**src/rtl/pipeline_pkg.sv**
```systemverilog
// Shared pipeline types for the RV32I core.
// Fetch-side enums, IF/ID bundle and the canonical NOP.
package pipeline_pkg;

    localparam logic [31:0] NOP_INSTR = 32'h0000_0013;

    typedef enum logic [1:0] {
        PCSRC_PLUS4  = 2'b00,
        PCSRC_TARGET = 2'b01,
        PCSRC_JALR   = 2'b10
    } pcsrc_t;

    typedef enum logic {
        FETCH = 1'b0,
        DROP  = 1'b1
    } fetch_state_t;

    typedef struct packed {
        logic [31:0] instr;
        logic [31:0] pc;
        logic [31:0] pcplus4;
        logic        valid;
    } ifid_t;

    function automatic ifid_t ifid_bubble(input logic [31:0] nop);
        ifid_t b;
        b.instr   = nop;
        b.pc      = '0;
        b.pcplus4 = '0;
        b.valid   = 1'b0;
        return b;
    endfunction

endpackage

```
**src/rtl/fetch_unit_if.sv**
```systemverilog
// Instruction-memory request/response channel.
// Request is accepted and data returned in the same ImemReady cycle.
interface fetch_unit_if;

    logic        ImemReq;
    logic [31:0] ImemAddr;
    logic        ImemReady;
    logic [31:0] ImemRData;

    modport master (
        output ImemReq,
        output ImemAddr,
        input  ImemReady,
        input  ImemRData
    );

    modport slave (
        input  ImemReq,
        input  ImemAddr,
        output ImemReady,
        output ImemRData
    );

endinterface

```
**src/rtl/ifid_reg.sv**
```systemverilog
// IF/ID-shaped register with bubble > hold > load priority.
// Also used as the one-entry response skid buffer.
module ifid_reg
    import pipeline_pkg::*;
#(
    parameter logic [31:0] NOP = NOP_INSTR
) (
    input  logic  clk,
    input  logic  rst,
    input  logic  hold_i,
    input  logic  bubble_i,
    input  ifid_t d_i,
    output ifid_t q_o
);

    ifid_t q_q;
    ifid_t q_d;

    always_comb begin
        q_d = q_q;
        if (bubble_i) begin
            q_d = ifid_bubble(NOP);
        end else if (!hold_i) begin
            q_d = d_i;
        end
    end

    always_ff @(posedge clk) begin
        if (rst) begin
            q_q <= ifid_bubble(NOP);
        end else begin
            q_q <= q_d;
        end
    end

    assign q_o = q_q;

endmodule

```
**src/rtl/fetch_unit.sv**
```systemverilog
// RV32I instruction-fetch stage: PC, imem handshake, skid buffer, IF/ID.
// DROP state swallows a response whose request was overtaken by a redirect.
module fetch_unit #(
    parameter logic [31:0] RESET_PC  = 32'h0000_0000,
    parameter logic [31:0] NOP_INSTR = pipeline_pkg::NOP_INSTR
) (
    input  logic         clk,
    input  logic         rst,
    input  logic [1:0]   PCSrcE,
    input  logic [31:0]  PCTargetE,
    input  logic [31:0]  ALUResultE,
    input  logic         StallF,
    input  logic         StallD,
    input  logic         FlushD,
    fetch_unit_if.master imem,
    output logic [31:0]  PCF,
    output logic [31:0]  InstrD,
    output logic [31:0]  PCD,
    output logic [31:0]  PCPlus4D,
    output logic         ValidD
);

    import pipeline_pkg::*;

    fetch_state_t state_q, state_d;
    logic [31:0]  pcf_q, pcf_d;
    logic [31:0]  drop_addr_q, drop_addr_d;
    logic         out_q, out_d;

    logic         redirect;
    logic [31:0]  target;
    logic         in_drop;
    logic         req;
    logic         accept;

    ifid_t        resp;
    ifid_t        buf_q;
    ifid_t        ifid_in;
    ifid_t        ifid_q;
    logic         buf_fill;
    logic         buf_bubble;
    logic         ifid_load;
    logic         ifid_bubble_en;

    always_comb begin
        redirect = 1'b0;
        target   = pcf_q + 32'd4;
        unique case (1'b1)
            (PCSrcE == PCSRC_TARGET): begin
                redirect = 1'b1;
                target   = PCTargetE;
            end
            (PCSrcE == PCSRC_JALR): begin
                redirect = 1'b1;
                target   = ALUResultE & ~32'h1;
            end
            default: ;
        endcase
    end

    assign in_drop = (state_q == DROP);
    // Outstanding keeps the request alive even if StallF rises mid-wait.
    assign req     = in_drop || out_q || (!StallF && !buf_q.valid);
    assign accept  = req && imem.ImemReady;

    assign imem.ImemReq  = req;
    assign imem.ImemAddr = in_drop ? drop_addr_q : pcf_q;

    always_comb begin
        state_d     = state_q;
        pcf_d       = pcf_q;
        drop_addr_d = drop_addr_q;
        out_d       = 1'b0;
        unique case (state_q)
            FETCH: begin
                if (redirect) begin
                    pcf_d = target;
                    if (req && !imem.ImemReady) begin
                        state_d     = DROP;
                        drop_addr_d = pcf_q;
                    end
                end else begin
                    if (accept) begin
                        pcf_d = pcf_q + 32'd4;
                    end
                    out_d = req && !imem.ImemReady;
                end
            end
            DROP: begin
                if (redirect) begin
                    pcf_d = target;
                end
                if (imem.ImemReady) begin
                    state_d = FETCH;
                end
            end
        endcase
    end

    always_ff @(posedge clk) begin
        if (rst) begin
            state_q     <= FETCH;
            pcf_q       <= RESET_PC;
            drop_addr_q <= RESET_PC;
            out_q       <= 1'b0;
        end else begin
            state_q     <= state_d;
            pcf_q       <= pcf_d;
            drop_addr_q <= drop_addr_d;
            out_q       <= out_d;
        end
    end

    always_comb begin
        resp.instr   = imem.ImemRData;
        resp.pc      = pcf_q;
        resp.pcplus4 = pcf_q + 32'd4;
        resp.valid   = 1'b1;
    end

    assign buf_fill   = !in_drop && accept && !redirect && StallD;
    assign buf_bubble = redirect || FlushD || (!StallD && buf_q.valid);

    ifid_reg #(
        .NOP (NOP_INSTR)
    ) u_skid (
        .clk      (clk),
        .rst      (rst),
        .hold_i   (!buf_fill),
        .bubble_i (buf_bubble),
        .d_i      (resp),
        .q_o      (buf_q)
    );

    // A buffered response is always older than anything arriving now.
    assign ifid_in        = buf_q.valid ? buf_q : resp;
    assign ifid_load      = buf_q.valid || (!in_drop && accept);
    assign ifid_bubble_en = redirect || FlushD || in_drop
                          || (!StallD && !ifid_load);

    ifid_reg #(
        .NOP (NOP_INSTR)
    ) u_ifid (
        .clk      (clk),
        .rst      (rst),
        .hold_i   (StallD),
        .bubble_i (ifid_bubble_en),
        .d_i      (ifid_in),
        .q_o      (ifid_q)
    );

    assign PCF      = pcf_q;
    assign InstrD   = ifid_q.instr;
    assign PCD      = ifid_q.pc;
    assign PCPlus4D = ifid_q.pcplus4;
    assign ValidD   = ifid_q.valid;

endmodule

```
**src/flat_wrapper.sv**
```systemverilog
// flat-port wrapper written by rule: the top's interface ports become plain ports
module fetch_unit_flat import pipeline_pkg::*;
#(
    parameter logic [31:0] RESET_PC  = 32'h0000_0000,
    parameter logic [31:0] NOP_INSTR = pipeline_pkg::NOP_INSTR
)
  (clk, rst, PCSrcE, PCTargetE, ALUResultE, StallF, StallD, FlushD, PCF, InstrD, PCD, PCPlus4D, ValidD, imem_ImemReq, imem_ImemAddr, imem_ImemReady, imem_ImemRData);
  fetch_unit_if imem_i ();
  input  logic clk;
  input  logic rst;
  input  logic [1:0] PCSrcE;
  input  logic [31:0] PCTargetE;
  input  logic [31:0] ALUResultE;
  input  logic StallF;
  input  logic StallD;
  input  logic FlushD;
  output logic [31:0] PCF;
  output logic [31:0] InstrD;
  output logic [31:0] PCD;
  output logic [31:0] PCPlus4D;
  output logic ValidD;
  output wire logic [$bits(imem_i.ImemReq)-1:0] imem_ImemReq;
  output wire logic [$bits(imem_i.ImemAddr)-1:0] imem_ImemAddr;
  input wire logic [$bits(imem_i.ImemReady)-1:0] imem_ImemReady;
  input wire logic [$bits(imem_i.ImemRData)-1:0] imem_ImemRData;
  assign imem_ImemReq = imem_i.ImemReq;
  assign imem_ImemAddr = imem_i.ImemAddr;
  assign imem_i.ImemReady = imem_ImemReady;
  assign imem_i.ImemRData = imem_ImemRData;
  fetch_unit #(.RESET_PC(RESET_PC), .NOP_INSTR(NOP_INSTR)) u_core (.clk(clk), .rst(rst), .PCSrcE(PCSrcE), .PCTargetE(PCTargetE), .ALUResultE(ALUResultE), .StallF(StallF), .StallD(StallD), .FlushD(FlushD), .imem(imem_i), .PCF(PCF), .InstrD(InstrD), .PCD(PCD), .PCPlus4D(PCPlus4D), .ValidD(ValidD));
endmodule
```
**config.mk**
```make
export PLATFORM = sky130hd
export DESIGN_NAME = fetch_unit_flat
export DESIGN_NICKNAME = d
export VERILOG_FILES = /design/src/rtl/pipeline_pkg.sv /design/src/rtl/fetch_unit_if.sv /design/src/rtl/ifid_reg.sv /design/src/rtl/fetch_unit.sv /design/src/flat_wrapper.sv
export SDC_FILE = /design/constraint.sdc
export NUM_CORES = 1
export LEC_CHECK = 0
export ABC_AREA = 1
export BUFFER_PORTS_ARGS = -buffer_cell sky130_fd_sc_hd__buf_2
export CORE_MARGIN = 5
export CORE_UTILIZATION = 54
export CTS_CLUSTER_SIZE = 10
export DETAILED_ROUTE_END_ITERATION = 10
export GPL_ROUTABILITY_DRIVEN = 0
export PLACE_DENSITY = 0.8
export SYNTH_ARGS = -nofsm -noshare
export SYNTH_HDL_FRONTEND = slang
export SYNTH_SLANG_ARGS = --single-unit
```
**constraint.sdc**
```tcl
create_clock -name clk -period 2.4 [get_ports clk]
set_clock_uncertainty 0.2 [all_clocks]
set_input_delay 0.24 -clock clk [delete_from_list [all_inputs] [get_ports clk]]
set_output_delay 0.24 -clock clk [all_outputs]
set_load 0.005 [all_outputs]
```
Word-level counts from Yosys, hierarchy flattened. Index checks and enable logic that the tools add are counted.

Add/sub/neg operators: 1. Equal/unequal tests: 4. Muxes and demuxes: 12. Bitwise operators: 1. Reductions and logical operators: 28.

Operator list (number): $mux W32 (4); $pmux W32 S2 (2); $mux W97 (1); $add A32 B3 Y32 const B (1); $logic_and A1 B1 Y1 (8); $logic_not A1 Y1 (7); $logic_or A1 B1 Y1 (7); $reduce_or A2 Y1 (3); $mux W1 (4); $ne A3 B1 Y1 const B (1); $reduce_and A3 Y1 (1); $reduce_or A3 Y1 (1); $eq A2 B1 Y1 const B (1); $eq A2 B2 Y1 const B (1); $ne A2 B2 Y1 const B (1); $pmux W1 S2 (1); $reduce_and A2 Y1 (1); $not A1 Y1 (1).

Bits in registers: 260. Output and inout port bits: 162. Word-level logic and storage cells: 58.

Longest topological paths before layout. Gate-level depths: netlist (run 1).

Word-level depth: 10. Gate-level depth with buffers: 11. Mapped depth without buffers: 10.

By module. From an unflattened synthesis (run 1), not the netlist that was laid out.

Cell total of the unflattened synthesis: 2166. Area, all modules: 13350.3 um^2.

By module, submodules not included: ifid_reg (times used 2, cells an instance 609, area each 3937.5 um^2, seq. area each 1941.9 um^2); fetch_unit (times used 1, cells an instance 948, area each 5475.3 um^2, seq. area each 1321.3 um^2).

Worst setup path before layout (run 1). OpenSTA, ideal clock, no wires.

Kind: input port to flip-flop. Start: in PCSrcE[0]. End: reg u_core.pcf_q[29] (netlist: u_core.PCF[29]). Arrival time: 1.561 ns. Data required time: 2.129 ns. Setup slack: 0.569 ns. Stages: 11. Path buffers: 2. Cell sequence: inv_1 -> ha_1 -> buf_2 -> inv_1 -> nand2_1 -> inv_1 -> clkbuf_1 -> a22oi_1 -> o21ai_0 -> inv_1 -> a21oi_1.

Word-level cells in the longest chain between the ends: 5. Elaborated cells on any way between the ends: 11.

Ends and longest elaborated chain: start, declared (line flat_wrapper.sv:11) `input logic [1:0] PCSrcE;`; $eq A2 B2 Y1 / $eq A2 B1 Y1 (equally long branches) (line fetch_unit.sv:53, fetch_unit.sv:49); $reduce_or A2 Y1 (no source line); $mux W1 (line fetch_unit.sv:48) `unique case (1'b1)`; $mux W32 (tied with other cells) (line fetch_unit.sv:76) `if (redirect) begin`; $pmux W32 S2 / $reduce_and A2 Y1 (equally long branches); end signal, assigned (line fetch_unit.sv:108) `pcf_q <= pcf_d;`; end, declared (line fetch_unit.sv:26) `logic [31:0] pcf_q, pcf_d;`.

Several ways; a longest one is shown, not always the timed one. The select of a mux whose other input is x is not followed. A chain may end at the register's enable or synchronous reset.

Worst setup path after layout (run 1).
Start: reg u_core.pcf_q[3] (netlist: u_core.PCF[3]). End: reg u_core.u_ifid.q_q, in the netlist u_core.u_ifid.q_o[15].

Word-level cells in the longest chain between the ends: 2.

Ends and longest elaborated chain: $add A32 B3 Y32 (line fetch_unit.sv:117) `resp.pcplus4 = pcf_q + 32'd4;`; $mux W97 (line fetch_unit.sv:136) `assign ifid_in = buf_q.valid ? buf_q : resp;`; end signal, assigned (line ifid_reg.sv:30) `q_q <= ifid_bubble(NOP);`; end signal, assigned (line ifid_reg.sv:32) `q_q <= q_d;`; end, declared (line ifid_reg.sv:16) `ifid_t q_q;`.

Every way passes these cells.

==> impl_metrics.env, run 1 <==
export IMPL_p_switching_mw=2.31
export IMPL_tightest_slew_ns=0.625
export IMPL_drc=0
export IMPL_die_x_um=155
export IMPL_antenna_found_initial=0
export IMPL_grt_pass1_wl_um=58200
export IMPL_synth_cell_type_count=32
export IMPL_hold_depth=4
export IMPL_drtIter0Drc=1074
export IMPL_whs_endpoint="u_core.PCF[0]"
export IMPL_drv_cap=0
export IMPL_rsz0062_at_grt="false"
export IMPL_cp_slowest_stage_delay_ns=0.47
export IMPL_cts_sink_count=256
export IMPL_crit_reg2reg_capture="u_core.u_ifid.q_o[15]"
export IMPL_cp_max_fo=5
export IMPL_worstSetupPathType="reg -> reg"
export IMPL_path_buf_inv=0
export IMPL_yosysTopAreaCellShare=0.453
export IMPL_fp_row_count=53
export IMPL_synth_fp_nets=1699
export IMPL_swShare=0.250
export IMPL_dp_cells=2038
export IMPL_dp_hpwl_um=24100
export IMPL_numCtsBuffers=29
export IMPL_cts_resized_gates=0
export IMPL_critPathArrivalTime_ns=2.53
export IMPL_p_total_mw=9.22
export IMPL_reg2regPathDepth=8
export IMPL_fill_cells=1666
export IMPL_gr_total_overflow=0
export IMPL_io_buffers=264
export IMPL_pwr_share_clk=0.408
export IMPL_leakage_nw=5.78
export IMPL_dieArea_um2=23900
export IMPL_syn_to_final_growth_pct=28.1
export IMPL_slew_headroom=0.583
export IMPL_final_cell_mix="518 x nand2_1, 263 x buf_2, 256 x dfxtp_1, 156 x a21oi_1, 120 x nor2_1"
export IMPL_synthDominantAreaCellType="dfxtp_1"
export IMPL_status="finished clean"
export IMPL_regToRegSetupSlack_ns=0.13
export IMPL_nets=2001
export IMPL_post_cts_buffers=0
export IMPL_n_antenna_cell=0
export IMPL_multi_input_area_um2=5070
export IMPL_cts_tree="yes"
export IMPL_post_drt_wl_per_cell_um=17.0
export IMPL_start_util=0.543
export IMPL_firstDrtPassIters=6
export IMPL_ys_warn_count=0
export IMPL_die_y_um=155
export IMPL_ir_drop_v=0.000434
export IMPL_clk_latency_ns=0.54
export IMPL_grt_max_degree=94
export IMPL_hold_start="PCSrcE[1]"
export IMPL_grt_usage=0.294
export IMPL_final_common_cell="nand2_1"
export IMPL_p_comb_frac=0.112
export IMPL_core_um2=20800
export IMPL_end_kind="flip-flop"
export IMPL_ant_nets=0
export IMPL_routed_via_count=12100
export IMPL_power_share_sequential=0.479
export IMPL_ios=266
export IMPL_fin_cells=2171
export IMPL_fin_crit_sh=0.945
export IMPL_h_tree_depth=1
export IMPL_hold_class="in -> reg"
export IMPL_syn_avg_cell_area_um2=7.10
export IMPL_slew_viol_final=0
export IMPL_path_delay_family="simple AND/OR/NAND/NOR gates"
export IMPL_ys_ff_latch=256
export IMPL_whs_ns=0.126
export IMPL_synth_area_leaders="dfxtp_1 45%, nand2_1 17%, a21oi_1 6.9%"
export IMPL_p_int_mw=6.91
export IMPL_reg2reg_from="u_core.PCF[3]"
export IMPL_path_common_cell="nand2_1"
export IMPL_cp_required_ns=2.67
export IMPL_layout_drive_gt1_share=0.193
export IMPL_setup_violations=0
export IMPL_routed_wl_um=36800
export IMPL_clkTransAtPathRegs_ns=0.06
export IMPL_fin_tns_setup_ns=0
export IMPL_power_density_nw_per_um2=636
export IMPL_cp_slowest_cell="xor2_1"
export IMPL_hold_viol=0
export IMPL_worstSetupStartpointType="flip-flop"
export IMPL_min_period_ns=2.27
export IMPL_seq_area_frac_synth=0.453
export IMPL_clock_root_buffer="clkbuf_16"
export IMPL_syn_area_um2=11300
export IMPL_routed_via_density=5.56
export IMPL_seq_area_um2=5120
export IMPL_syn_inst=1592
export IMPL_cts_buffer_depth=3
export IMPL_grt_pass1_vias=11600
export IMPL_fmax_mhz=441
export IMPL_path_cells="ha_1, nand2_1, nor2_4, nand2_2, nor2_2, xor2_1, nand2_1, a21oi_1"
-- final cells by class --
| cell class | count | area share |
|---|---|---|
| Inverter | 107 | 0.0277 |
| Tap cell | 275 | 0.0237 |
| Multi-Input combinational cell | 1087 | 0.350 |
| Clock inverter | 1 | 0.000605 |
| Sequential cell | 256 | 0.354 |
| Timing Repair Buffer | 413 | 0.193 |
| Clock buffer | 32 | 0.0516 |
-- what timing repair did --
| action | in CTS | in global routing |
|---|---|---|
| endpoints found under the hold margin | 108 | 0 |
| hold buffers | 100 | 0 |
| setup endpoints to repair | 0 | 0 |
-- worst max-delay path by stage --
stage,startpoint,slack [ns],cells past startpoint,end
floorplan,PCSrcE[0],0.57,11,u_core.PCF[29]
detailed placement,PCSrcE[0],0.19,8,u_core.u_ifid.q_o[35]
global placement,PCSrcE[0],0.23,11,u_core.PCF[14]
global route,u_core.PCF[3],0.02,8,u_core.u_ifid.q_o[15]
CTS,u_core.in_drop,0.20,4,imem_ImemAddr[9]
finish,u_core.PCF[3],0.13,8,u_core.u_ifid.q_o[15]
-- cells in the mapped netlist, drive strengths merged --
cell	number
o21ai	86
a21oi	156
nor3	1
a22oi	30
a31oi	77
xnor2	2
nand3b	1
clkinv	1
clkbuf	54
nor4	1
inv	106
a221oi	2
nor2	131
o211ai	1
buf	88
ha	3
xor2	13
o221ai	1
dfxtp	256
nand4	4
nand2	521
a22o	19
nand3	38
-- metal layers --
layer	routed length (µm)	track usage	part of all wire
met4	1660	0.124	0.045
met1	14700	0.371	0.40
met3	3380	0.0576	0.092
met2	17000	0.493	0.46
met5	0	0	0
-- power by group through the flow --
| stage | Clock [mW] | Sequential [mW] | Combinational [mW] |
|---|---|---|---|
| 2_1_floorplan | 0 | 4.47 | 0.527 |
| 3_3_place_gp | 0 | 4.50 | 0.862 |
| 3_5_place_dp | 0 | 4.50 | 0.875 |
| 4_1_cts | 3.81 | 4.41 | 1.01 |
| 5_1_grt | 4.00 | 4.42 | 1.12 |
| 6_report | 3.76 | 4.42 | 1.04 |
-- cell families after synthesis --
logic type	after synthesis	share of synthesized area
AOI/OAI and AO/OA	372	0.188
xor gates and xnor gates	15	0.0123
adders and majority gates	3	0.00332
buffers and inverters	249	0.100
DFF	256	0.453
and+or+nand+nor	697	0.243
-- metrics by stage --
stage	setup slack (ns)	utilization	instance area [µm²]
final	0.133	0.696	14500
after global routing	0.0247	0.696	14500
after CTS	0.203	0.696	14500
after detailed placement	0.190	0.611	12700
after global placement	0.230	0.611	12700
after floorplan	0.569	-	11300
-- registers in the layout, indices dropped and copies added (netlist names) --
name and count:
u_core.u_ifid.q_o 95, u_core.drop_addr_q 32, u_core.u_skid.q_o 95, u_core.in_drop 1, u_core.out_q 1, u_core.PCF 32
-- worst min-delay path, cell delays in order --
cell and delay [ns]:
buf_2 0.09, ha_1 0.28, a22oi_1 0.13, nor2_1 0.08
(Power assumes the default switching activity.)
==> run 2, diff against run 1 <==
- ABC_AREA: 1 -> not set
- CORE_UTILIZATION: 54 -> 50
- PLACE_DENSITY: 0.8 -> 0.75
- SETUP_SLACK_MARGIN: not set -> 0.15
==> impl_metrics.env, run 2 <==
export IMPL_syn_avg_cell_area_um2=8.17
export IMPL_yosysMostFrequentCell="dfxtp_1"
export IMPL_worstSetupStartpointType="flip-flop"
export IMPL_cp_slowest_cell="dfxtp_2"
export IMPL_synth_async_sr_flop_share=0
export IMPL_cp_max_fo=21
export IMPL_ys_warn_count=0
export IMPL_slew_viol_final=0
export IMPL_p_total_mw=9.54
export IMPL_rsz0062_at_grt="true"
export IMPL_crit_reg2reg_capture="u_core.u_ifid.q_o[31]"
export IMPL_ios=266
export IMPL_ir_drop_v=0.000492
export IMPL_setup_violations=0
export IMPL_reg2reg_from="u_core.PCF[2]"
export IMPL_drv_cap=0
export IMPL_fp_row_count=55
export IMPL_worstSetupPathType="reg -> out"
export IMPL_leakage_nw=5.89
export IMPL_critPathArrivalTime_ns=1.77
export IMPL_ys_flop_type="dfxtp_1"
export IMPL_grt_pass1_vias=11100
export IMPL_drtIter0Drc=1030
export IMPL_dp_hpwl_um=26300
export IMPL_fmax_mhz=453
export IMPL_postPlaceCellArea_um2=13300
export IMPL_syn_area_um2=11600
export IMPL_whs_ns=0.0436
export IMPL_path_buf_inv=2
export IMPL_synth_area_leaders="dfxtp_1 44%, a21oi_1 8.3%, nand2_1 7.2%"
export IMPL_h_tree_depth=1
export IMPL_numCtsBuffers=30
export IMPL_hold_class="in -> reg"
export IMPL_regToRegSetupSlack_ns=0.20
export IMPL_grt_pass1_wl_um=59500
export IMPL_cts_sink_count=256
export IMPL_nets=1836
export IMPL_yosysTopAreaCellShare=0.440
export IMPL_min_period_ns=2.21
export IMPL_clk_latency_ns=0.54
export IMPL_die_y_um=163
export IMPL_routed_wl_um=38900
export IMPL_cp_slowest_stage_delay_ns=0.45
export IMPL_seq_area_frac_synth=0.440
export IMPL_clock_root_buffer="clkbuf_16"
export IMPL_fin_tns_setup_ns=0
export IMPL_syn_to_final_growth_pct=30.0
export IMPL_layout_setup_ws_ns=0.195
export IMPL_layout_drive_gt1_share=0.255
export IMPL_synth_common_cells="256 x dfxtp_1, 222 x nand2_1, 193 x a21oi_1"
export IMPL_tightest_slew_ns=0.574
export IMPL_ys_ff_latch=256
export IMPL_grt_max_degree=111
export IMPL_core_um2=22800
export IMPL_end_kind="output pin"
export IMPL_post_drt_wl_per_cell_um=19.0
export IMPL_synth_edf_count=0
export IMPL_antenna_found_initial=1
export IMPL_clkTransAtPathRegs_ns=0.06
export IMPL_routed_via_count=11700
export IMPL_reg2regPathDepth=8
export IMPL_start_util=0.511
export IMPL_grt_usage=0.277
export IMPL_dieArea_um2=26400
export IMPL_final_common_cell="buf_2"
export IMPL_die_x_um=163
export IMPL_io_buffers=264
export IMPL_final_cell_mix="263 x buf_2, 254 x dfxtp_1, 222 x nand2_1, 193 x a21oi_1, 171 x nor2_1"
export IMPL_cts_buffer_depth=3
export IMPL_firstDrtPassIters=8
export IMPL_slew_headroom=0.618
export IMPL_path_cells="buf_6, mux2_2, buf_2"
export IMPL_hold_viol=0
export IMPL_drc=0
export IMPL_power_density_nw_per_um2=631
export IMPL_synth_fp_nets=1532
export IMPL_routed_via_density=5.69
export IMPL_endpoint="imem_ImemAddr[16]"
export IMPL_final_area_um2=15100
export IMPL_dp_slack_ns=0.0847
export IMPL_synthDominantAreaCellType="dfxtp_1"
export IMPL_gr_total_overflow=0
export IMPL_ant_nets=0
export IMPL_cp_required_ns=1.96
export IMPL_status="finished clean"
export IMPL_syn_inst=1425
export IMPL_cts_tree="yes"
export IMPL_critical_path_cell_count=3
export IMPL_fin_crit_sh=0.919
export IMPL_path_delay_family="flip-flops"
export IMPL_crit_start="u_core.in_drop"
export IMPL_synth_cell_type_count=55
-- run 2: per-stage QoR --
stage                      util  cells
after floorplan               -   1425
after global placement    0.582   1912
after detailed placement  0.582   1912
after CTS                 0.662   2046
after global routing      0.664   2048
final                     0.664   2048
-- run 2: layout make-up --
| cell class | count | area (µm²) |
|---|---|---|
| Multi-Input combinational cell | 988 | 5720 |
| Sequential cell | 256 | 5130 |
| Fill cell | 1850 | 7650 |
| Inverter | 8 | 30.0 |
| Clock inverter | 1 | 8.76 |
| Timing Repair Buffer | 445 | 3030 |
| Tap cell | 313 | 392 |
| Antenna cell | 1 | 2.50 |
| Clock buffer | 36 | 815 |
-- run 2: worst reg2reg max path: cells and delay by family (launching register included) --
| kind | cells | cell delay [ns] |
|---|---|---|
| buffers and inverters | 2 | 0.41 |
| AO/OA/AOI/OAI | 1 | 0.12 |
| AND/OR/NAND/NOR | 3 | 0.45 |
| XOR/XNOR | 1 | 0.25 |
| adder cells (fa/ha/maj) | 1 | 0.26 |
| flip-flops | 1 | 0.38 |
-- run 2: where the power goes --
part | total, mW | internal [mW] | switching, mW
clock network | 3.99 | 2.33 | 1.65
registers | 4.39 | 4.32 | 0.0778
logic | 1.16 | 0.517 | 0.647
-- run 2: worst min-delay path by stage --
stage / startpoint / to / slack (ns) / cells after the start
2_1_floorplan: imem_ImemReady / u_core.out_q / 0.12 / 1
5_1_grt: StallF / u_core.u_ifid.q_o[65] / 0.06 / 4
3_5_place_dp: u_core.u_ifid.q_o[0] / u_core.u_ifid.q_o[0] / 0.24 / 1
6_report: StallF / u_core.u_ifid.q_o[65] / 0.04 / 4
4_1_cts: StallF / u_core.u_ifid.q_o[65] / 0.02 / 4
3_3_place_gp: u_core.u_ifid.q_o[0] / u_core.u_ifid.q_o[0] / 0.23 / 1
-- run 2: kinds of logic (layout without fill, tap and decap cells) --
kind of cell,Yosys count,in the layout,synth area share
compound gates,355,355,0.181
fa+ha+maj,3,3,0.00323
xor+xnor,42,42,0.0316
simple gates,491,491,0.182
buf+inv,181,490,0.0744
mux,97,97,0.0868
other cells,0,1,0
flops,256,256,0.440
-- run 2: per-layer routing --
metal  wire length, µm  track usage
met5                 0            0
met4              2010        0.134
met3              3770       0.0544
met2             17600        0.447
met1             15600        0.358
-- run 2: repair_timing --
action | 4_1_cts | 5_1_grt
setup endpoints to repair | 6 | 34
gates resized for setup | 2 | 9
hold buffers | 97 | 0
setup buffers | 0 | 1
pin swaps | 0 | 2
hold endpoints to repair | 104 | 0
cloned | 0 | 0
